File: config.mk
export PLATFORM = sky130hd
export DESIGN_NAME = icache_dm_ro
export DESIGN_NICKNAME = d
export VERILOG_FILES = /design/src/rtl/icache_pkg.sv /design/src/rtl/icache_tag_array.sv /design/src/rtl/icache_dm_ro.sv
export SDC_FILE = /design/constraint.sdc
export NUM_CORES = 1
export LEC_CHECK = 0
export CAP_MARGIN = 20
export CORE_AREA = 3 3 319 321
export DETAILED_ROUTE_END_ITERATION = 16
export DIE_AREA = 0 0 322 324
export GPL_TIMING_DRIVEN = 0
export MAX_ROUTING_LAYER = met4
export PLACE_DENSITY = 0.82
export SLEW_MARGIN = 20
export SYNTH_ARGS = -nofsm -noshare
export SYNTH_HDL_FRONTEND = slang
export SYNTH_HIERARCHICAL = 1
export SYNTH_SLANG_ARGS = --single-unit
File: constraint.sdc
create_clock -name clk -period 10.4 [get_ports clk]
set_input_delay 2.08 -clock clk [delete_from_list [all_inputs] [get_ports clk]]
set_output_delay 2.08 -clock clk [all_outputs]
set_load 0.05 [all_outputs]
File: src/rtl/icache_pkg.sv
// Shared types and widths for the read-only direct-mapped instruction cache.
package icache_pkg;

  typedef enum logic {
    IDLE = 1'b0,
    FILL = 1'b1
  } state_e;

  localparam int LINE_W     = 128;
  localparam int WORD_W     = 32;
  localparam int ADDR_W     = 30;
  localparam int MEM_ADDR_W = 28;

  // Word k of a line sits at bits [32k+31:32k].
  function automatic logic [WORD_W-1:0] word_sel(input logic [LINE_W-1:0] line,
                                                 input logic [1:0]        off);
    return line[{off, 5'd0} +: WORD_W];
  endfunction

endpackage

File: src/rtl/icache_tag_array.sv
// Valid/tag storage for the direct-mapped I-cache: async valid clear,
// single write port for line fills, combinational lookup.
module icache_tag_array
  import icache_pkg::*;
#(
  parameter  int NUM_BLOCKS = 8,
  localparam int IDX_W      = $clog2(NUM_BLOCKS),
  localparam int TAG_W      = MEM_ADDR_W - IDX_W
) (
  input  logic             clk,
  input  logic             rst,
  input  logic [IDX_W-1:0] rd_idx_i,
  input  logic [TAG_W-1:0] rd_tag_i,
  input  logic             wr_en_i,
  input  logic [IDX_W-1:0] wr_idx_i,
  input  logic [TAG_W-1:0] wr_tag_i,
  output logic             hit_o
);

  logic [NUM_BLOCKS-1:0] valid_q;
  logic [TAG_W-1:0]      tag_q [NUM_BLOCKS];

  always_ff @(posedge clk or posedge rst) begin
    if (rst) begin
      valid_q <= '0;
    end else if (wr_en_i) begin
      valid_q[wr_idx_i] <= 1'b1;
    end
  end

  // Tags are only meaningful behind a set valid bit, so they skip reset.
  always_ff @(posedge clk) begin
    if (wr_en_i) begin
      tag_q[wr_idx_i] <= wr_tag_i;
    end
  end

  assign hit_o = valid_q[rd_idx_i] && (tag_q[rd_idx_i] == rd_tag_i);

endmodule

File: src/rtl/icache_dm_ro.sv
// Read-only direct-mapped instruction cache with 4-word line fills.
// Define ICACHE_STATS_EN to add saturating hit_cnt/miss_cnt outputs.
module icache_dm_ro
  import icache_pkg::*;
#(
  parameter int NUM_BLOCKS = 8
) (
  input  logic                  clk,
  input  logic                  proc_reset,
  input  logic                  proc_read,
  input  logic                  proc_write,
  input  logic [ADDR_W-1:0]     proc_addr,
  input  logic [WORD_W-1:0]     proc_wdata,
  output logic [WORD_W-1:0]     proc_rdata,
  output logic                  proc_stall,
  output logic                  mem_read,
  output logic                  mem_write,
  output logic [MEM_ADDR_W-1:0] mem_addr,
  output logic [LINE_W-1:0]     mem_wdata,
  input  logic [LINE_W-1:0]     mem_rdata,
  input  logic                  mem_ready
`ifdef ICACHE_STATS_EN
  ,
  output logic [31:0]           hit_cnt,
  output logic [31:0]           miss_cnt
`endif
);

  localparam int IDX_W = $clog2(NUM_BLOCKS);
  localparam int TAG_W = MEM_ADDR_W - IDX_W;

  state_e                state_q, state_d;
  logic [MEM_ADDR_W-1:0] maddr_q, maddr_d;

  logic [IDX_W-1:0] idx;
  logic [TAG_W-1:0] tag;
  logic [1:0]       off;
  logic [IDX_W-1:0] fill_idx;
  logic [TAG_W-1:0] fill_tag;
  logic             tag_hit, hit, miss, fill_done;

  assign off      = proc_addr[1:0];
  assign idx      = proc_addr[IDX_W+1:2];
  assign tag      = proc_addr[ADDR_W-1:IDX_W+2];
  // The latched line address already carries {tag, index} of the fill.
  assign fill_idx = maddr_q[IDX_W-1:0];
  assign fill_tag = maddr_q[MEM_ADDR_W-1:IDX_W];

  assign hit       = proc_read & tag_hit;
  assign miss      = proc_read & ~tag_hit;
  assign fill_done = (state_q == FILL) & mem_ready;

  icache_tag_array #(
    .NUM_BLOCKS(NUM_BLOCKS)
  ) u_tags (
    .clk      (clk),
    .rst      (proc_reset),
    .rd_idx_i (idx),
    .rd_tag_i (tag),
    .wr_en_i  (fill_done),
    .wr_idx_i (fill_idx),
    .wr_tag_i (fill_tag),
    .hit_o    (tag_hit)
  );

  logic [LINE_W-1:0] data_q [NUM_BLOCKS];

  always_ff @(posedge clk) begin
    if (fill_done) begin
      data_q[fill_idx] <= mem_rdata;
    end
  end

  always_ff @(posedge clk or posedge proc_reset) begin
    if (proc_reset) begin
      state_q <= IDLE;
      maddr_q <= '0;
    end else begin
      state_q <= state_d;
      maddr_q <= maddr_d;
    end
  end

  always_comb begin
    state_d = state_q;
    maddr_d = maddr_q;
    case (state_q)
      IDLE: begin
        if (miss) begin
          state_d = FILL;
          maddr_d = proc_addr[ADDR_W-1:2];
        end
      end
      FILL: begin
        if (mem_ready) state_d = IDLE;
      end
      default: state_d = IDLE;
    endcase
  end

  always_comb begin
    proc_stall = 1'b0;
    proc_rdata = '0;
    mem_read   = 1'b0;
    case (state_q)
      IDLE: begin
        // Reset forces the core side quiet regardless of proc_read.
        proc_stall = miss & ~proc_reset;
        if (hit) proc_rdata = word_sel(data_q[idx], off);
      end
      FILL: begin
        proc_stall = 1'b1;
        mem_read   = 1'b1;
      end
      default: ;
    endcase
  end

  assign mem_addr  = maddr_q;
  assign mem_write = 1'b0;
  assign mem_wdata = '0;

  logic unused_wr;
  assign unused_wr = ^{proc_write, proc_wdata};

`ifdef ICACHE_STATS_EN
  logic [31:0] hit_cnt_q, hit_cnt_d, miss_cnt_q, miss_cnt_d;

  always_comb begin
    hit_cnt_d  = hit_cnt_q;
    miss_cnt_d = miss_cnt_q;
    if (state_q == IDLE && hit  && hit_cnt_q  != 32'hFFFF_FFFF) hit_cnt_d  = hit_cnt_q  + 32'd1;
    if (state_q == IDLE && miss && miss_cnt_q != 32'hFFFF_FFFF) miss_cnt_d = miss_cnt_q + 32'd1;
  end

  always_ff @(posedge clk or posedge proc_reset) begin
    if (proc_reset) begin
      hit_cnt_q  <= '0;
      miss_cnt_q <= '0;
    end else begin
      hit_cnt_q  <= hit_cnt_d;
      miss_cnt_q <= miss_cnt_d;
    end
  end

  assign hit_cnt  = hit_cnt_q;
  assign miss_cnt = miss_cnt_q;
`endif

endmodule

==> flow_summary.toml, run 1 <==
[yosys]
ys_warn_count = 6
synthArstFlopShare_pct = 2.93
seq_area_frac_synth_pct = 76.2
synth_compound_area_share_pct = 2.48
synth_seq_cells = 1261
postSynthAreaPerCell_um2 = 22.1
synth_cells = 2240
syn_area_mm2 = 0.0494
synth-xor-area-share_pct = 0.407
synth_area_leader_cell = "edfxtp_1"
yosysUniqueCellTypes = 45
synth.area.mux_share_pct = 16.2
synth_top_family_by_area = "multiplexers"
synth-edff-count = 1224
synth-main-ff-cell = "edfxtp_1"
synth.area.top_cells = "edfxtp_1, mux4_2, mux2i_1"
synth_most_common_cell = "edfxtp_1"
yosys.area_share.simple_pct = 0.936
synth_top_area_share_pct = 74.3
synth_fa_ha_area_share_pct = 0
synthTopCellsByCount = "edfxtp_1, mux4_2, mux2i_1, buf_4, dfrtp_1"

[global_route]
globalRouteOverflowTotal = 0
grt_max_degree = 22
grt_pass1_wl_um = 184000
grt.total_usage_pct = 25.3
grt_pass1_vias = 26300
antenna_found_initial = 28

[worst_setup_path]
critPathRequiredTime_ps = 8320
crit-reg2reg-launch = "u_tags/tag_q[7][6]$_DFFE_PP_"
crit_path_max_fanout = 10
crit_type = "input port to output pin"
startpoint = "proc_addr[4]"
cp-start-kind = "input port"
end_kind = "output pin"
critical_path_arrival_ps = 7600

[power]
power_frac_seq_pct = 52.9
irDropWorstVdd_v = 0.000178
pwr-share-clk_pct = 37.6
leakage_nw = 19.8
comb_power_share_pct = 9.5
switching_share_pct = 23.5
power.total_w = 0.0112
powerDensity_mw_per_mm2 = 189
switching_power_w = 0.00263
p_int_w = 0.00859

[floorplanning]
dieWidth_um = 322
io_pins = 386
core-area_mm2 = 0.0996
core.rowCount = 116
design.die.area_mm2 = 0.104
die_h_um = 324
initial_utilization_pct = 49.7

[route]
wl_um = 129000
routedWlPerCell_um = 30.7
vias = 25700
viasPerCell = 6.10
detail-route-antenna-nets = 0
drtPass1Iterations = 6
drt_iter0_markers = 3842
drc = 0

[worst_hold_path]
hold_class = "register to register"
min_from = "u_tags/valid_q[6]$_DFFE_PP0P_"

[timing]
finalClockSkew_ps = 57.4
max_slew.worst_pin.slew_ps = 1090
setup-violations-final = 0
worst_slew_margin_rel_pct = 27.0
fmax_ghz = 0.103
rsz0062_at_grt = "no"
final_max_slew_viol_count = 0
hold_violations = 0
min_period_over_period_pct = 93.1
period_minus_slack_ps = 9680
setup_slack_ps = 721

[clocking]
cts_tree = "done"
cts_sinks = 1261
cts_buffer_depth = 3
htree_num_levels = 3
hold_buffers = 0
numCtsBuffers = 117
clk_root_buffer_cell = "clkbuf_16"
path_clk_slew_ps = 60
clk_latency_ps = 730

[final_layout]
drive_gt1_share_pct = 27.0
final_core_util_pct = 59.7
nets = 2987
final_cells = 4210
syn_to_final_growth_pct = 20.2

[place]
pre_cts_ws_ps = 268
dp_cells = 3970
globalplace.congestion = 0.809
hpwl_um = 84000
io_buffers = 221

[outcome]
run_status = "completed"

[job]
max_cap_viol_count = 0
## cell usage in the layout, fill, tap and decap left out, drive strengths merged, types with 2 or more instances in the layout
master	instances
nand2	30
a22oi	36
nor3	4
clkdlybuf4s50	221
mux2i	156
nor2	18
buf	298
nor4	4
mux2	28
clkinvlp	5
a221o	32
mux4	272
xor2	16
o21ai	24
xnor2	7
conb	129
inv	6
o2111ai	9
bufinv	11
a31oi	32
edfxtp	1224
nand3	2
or2	8
nand2b	12
and2	3
nor2b	5
diode	29
clkbuf	174
dfrtp	37
a221oi	24
clkinv	48
## worst max-delay path, stage by stage
cell             delay, ps
clkdlybuf4s50_1        630
clkbuf_1               570
clkbuf_1               650
mux2i_1                300
xnor2_1                 90
nor4_1                 510
and4_1                 300
nand3b_1               140
buf_12                 190
clkbuf_1               270
a221o_1                400
a31oi_1                500
clkdlybuf4s50_1        940
## power groups by stage
stage          Combinational (W)  Clock [W]  Sequential, W
4_1_cts                  0.00106    0.00426        0.00594
5_1_grt                  0.00111    0.00444        0.00595
3_5_place_dp             0.00105          0        0.00604
3_3_place_gp            0.000940          0        0.00607
6_report                 0.00107    0.00422        0.00594
2_1_floorplan           0.000554          0        0.00610
## sequential cells by signal, indices dropped and copies added, names as in the netlist
| register | count |
|---|---|
| u_tags/tag_q | 200 |
| mem_addr | 28 |
| state_q | 1 |
| data_q | 1024 |
| u_tags/valid_q | 8 |
## layer usage
layer  part of all wire (%)  GRT usage (%)  vias up
li1                       -              -    10300
met2                     50           40.7     1902
met5                      0              -        -
met4                    3.8           10.1        0
met3                     12           6.27      290
met1                     34           31.1    13200
## what timing repair did
action                                  in CTS  in global routing
buffers inserted                             0                  1
endpoints found under the setup margin       0                  1
gates resized for setup                      0                  1
## worst paths after layout
check                                                 to  slack, ps  depth (start not counted)
min in group asynchronous       mem_addr[16]$_DFFE_PP0P_       1800                          2
max                                        proc_rdata[1]        720                         13
max reg2reg                     mem_addr[12]$_DFFE_PP0P_       6940                         10
min reg2reg                u_tags/valid_q[6]$_DFFE_PP0P_        470                          1
min                        u_tags/valid_q[6]$_DFFE_PP0P_        470                          1
max in group asynchronous       mem_addr[14]$_DFFE_PP0P_       8140                          3
## cell families (layout without fill, tap and decap cells)
logic type      Yosys count  count (layout)
xor+xnor                 23              23
other cells               1             158
simple gates             90              90
compound gates          161             161
mux                     456             456
flops                  1261            1261
buf+inv                 248             763
## layout make-up
cell class,count,area [µm²]
fill,6635,40100
tap,1298,1620
clock buffer,143,3030
antenna,29,72.6
buffer,245,1830
clock inverter,67,749
timing repair buffer,305,3890
multi-input combinational,859,10500
sequential,1261,37700
inverter,3,11.3
## metrics by stage
step | hold slack [ps] | TNS [ps] | area (µm²)
after global routing | 478 | 0 | 59400
after global placement | 447 | -3876120 | 53800
after detailed placement | 448 | 0 | 55500
final | 467 | 0 | 59400
after CTS | 462 | 0 | 59300
after floorplan | 434 | 0 | 49900
(Power assumes the default switching activity.)
==> run 2: changes to the inputs <==
--- a/config.mk
+++ b/config.mk
@@ -6,12 +6,13 @@
 export NUM_CORES = 1
 export LEC_CHECK = 0
 export CAP_MARGIN = 20
-export CORE_AREA = 3 3 319 321
+export CORE_AREA = 3 3 336 338
+export CTS_BUF_LIST = sky130_fd_sc_hd__clkbuf_4 sky130_fd_sc_hd__clkbuf_8
 export DETAILED_ROUTE_END_ITERATION = 16
-export DIE_AREA = 0 0 322 324
+export DIE_AREA = 0 0 339 341
 export GPL_TIMING_DRIVEN = 0
 export MAX_ROUTING_LAYER = met4
-export PLACE_DENSITY = 0.82
+export PLACE_DENSITY = 0.66
 export SLEW_MARGIN = 20
 export SYNTH_ARGS = -nofsm -noshare
 export SYNTH_HDL_FRONTEND = slang
==> run 2 against run 1 <==
Against the previous run: worst setup slack lost 380 ps; worst hold slack gained 3.5 ps; fmax shrank 3.7%; die area grew 11%; critical endpoint is now proc_rdata[5]; highest routed layer unchanged; clock-buffer cell count grew 117; largest power group unchanged; core utilization shrank 5.5 points; routed wire length shrank 4.4%; register-to-register slack lost 140 ps; flip-flop and latch count is the same; first-iteration DRC count shrank 28%; combinational power is essentially flat.
==> flow_summary.toml, run 2 (synthesis results as in run 1) <==
[outcome]
run_status = "completed"

[final_layout]
ff_latch_area_mm2 = 0.0377
multi_input_area_mm2 = 0.0105
largest_reg_flops = 1024
final_common_cell = "edfxtp_1"
final_core_util_pct = 54.2
fillers = 8331
regMostFlops = "data_q"
drive_gt1_share_pct = 30.5
nets = 3069
layout_common_cells = "edfxtp_1, mux4_2, clkdlybuf4s50_1"
syn_to_final_growth_pct = 20.9

[clocking]
path_clk_slew_ps = 60
cts_buffer_depth = 3
hold_buffers = 0
numCtsBuffers = 193
clk_latency_ps = 910
cts_tree = "done"
htree_num_levels = 4
clk_root_buffer_cell = "clkbuf_8"
post_cts_buffers = 0
cts_sinks = 1261

[worst_setup_path]
r2r_setup_slack_ps = 6800
cp_cell_sequence = "clkdlybuf4s50_1, clkbuf_1, buf_2, mux2i_1, xor2_1, nand4_1, nor4_1, and4_1, nand3b_1, clkbuf_1, a221o_1, a31oi_1, clkdlybuf4s50_1"
critical_path_arrival_ps = 7970
cpPeakStageDelay_ps = 930
reg2reg_to = "mem_addr[0]$_DFFE_PP0P_"
critPathRequiredTime_ps = 8320
crit_type = "input port to output pin"
cp-start-kind = "input port"
crit_path_max_fanout = 10
reg2regPathDepth = 10
crit-reg2reg-launch = "u_tags/tag_q[5][8]$_DFFE_PP_"
crit_slowest_cell = "clkdlybuf4s50_1"
end_kind = "output pin"

[power]
comb_power_share_pct = 9.7
leakage_nw = 20.1
p_int_w = 0.00827
irDropWorstVdd_v = 0.000126
powerDensity_mw_per_mm2 = 183
switching_share_pct = 24.2
power_frac_seq_pct = 54.3
power.total_w = 0.0109
pwr-share-clk_pct = 36.0
switching_power_w = 0.00264

[floorplanning]
design.die.area_mm2 = 0.116
die_h_um = 341
dieWidth_um = 339
io_pins = 386
core-area_mm2 = 0.110
initial_utilization_pct = 44.8
core.rowCount = 122

[timing]
final_max_slew_viol_count = 0
max_slew.worst_pin.slew_ps = 1030
setup_slack_ps = 346
fmax_ghz = 0.0995
period_minus_slack_ps = 10050
min_period_over_period_pct = 96.7
worst_slew_margin_rel_pct = 31.4
rsz0062_at_grt = "no"
setup-violations-final = 0
finalClockSkew_ps = 73.1
hold_violations = 0

[worst_hold_path]
min_from = "u_tags/valid_q[0]$_DFFE_PP0P_"
holdPathEnd = "u_tags/valid_q[0]$_DFFE_PP0P_"
hold_class = "register to register"
whs_path_depth = 1

[global_route]
grt.total_usage_pct = 22.0
grt_pass1_vias = 25400
grt_max_degree = 21
grt_pass1_wl_um = 178000
globalRouteOverflowTotal = 0
antenna_found_initial = 38

[route]
route.met2.wl_um = 61400
drc = 0
detail-route-antenna-nets = 0
wl_um = 123000
routedWlPerCell_um = 27.1
top_layer_used = "met4"
wl_met3_um = 11900
vias = 24800
viasPerCell = 5.45
drtPass1Iterations = 5
drt_iter0_markers = 2760
wl_met1_um = 47500

[job]
max_cap_viol_count = 0

[place]
pre_cts_ws_ps = 207
io_buffers = 221
hpwl_um = 85200
globalplace.congestion = 0.759
-- run 2: cell count changes in the layout (fill, tap and decap cells not counted), sizes merged --
cell      before  now
clkinvlp       5    3
bufinv        11    1
clkinv        48   80
inv            6   10
buf          298  304
diode         29   35
clkbuf       174  291
-- run 2: how the worst max path moves through the flow --
stage / startpoint / to / slack (ps) / depth (start not counted)
final: proc_addr[4] / proc_rdata[5] / 350 / 13
after global routing: proc_addr[4] / proc_rdata[30] / 30 / 13
after CTS: proc_addr[4] / proc_rdata[30] / 190 / 12
after detailed placement: proc_addr[4] / proc_rdata[30] / 210 / 12
after global placement: mem_ready / data_q[4][37]$_DFFE_PP_ / -4840 / 4
after floorplan: mem_ready / data_q[7][0]$_DFFE_PP_ / 2050 / 3
-- run 2: area by class of cell --
class	count	area share, %
Antenna cell	35	0.147
Buffer	245	3.06
Clock buffer	260	5.32
Clock inverter	91	0.877
Inverter	3	0.0188
Multi-Input combinational cell	859	17.6
Sequential cell	1261	63.0
Tap cell	1488	3.11
Timing Repair Buffer	311	6.81
-- run 2: power groups by stage --
stage	combinational (W)	clock (W)	sequential (W)
after CTS	0.00107	0.00401	0.00593
after detailed placement	0.00106	0	0.00603
after floorplan	0.000554	0	0.00610
final	0.00106	0.00393	0.00593
after global routing	0.00112	0.00425	0.00594
after global placement	0.000960	0	0.00608
-- run 2: metal layers --
metal	track usage (%)	vias up
met5	-	-
met4	6.03	0
met3	6.62	188
met2	34.9	1184
met1	27.7	13000
li1	-	10500
-- run 2: worst max-delay path: cells and delay by family --
kind                      cells  cell delay, ps
and+or+nand+nor               4            1500
buffers and inverters         5            2870
xor gates and xnor gates      1             170
AOI/OAI and AO/OA             2             980
muxes                         1             330
-- run 2: what timing repair did --
| item | CTS | global route |
|---|---|---|
| endpoints found under the hold margin | 0 | 0 |
| setup endpoints to repair | 0 | 1 |
| resized for setup | 0 | 2 |
-- run 2: metrics by stage --
step                hold slack, ps  cells  TNS [ps]  cell area (µm²)
finish                         471   4553         0            59800
global route                   485   4548         0            59800
CTS                            470   4518         0            59700
detailed placement             453   4167         0            56000
global placement               446   4077  -4578800            54000
floorplan                      434   2368         0            49900
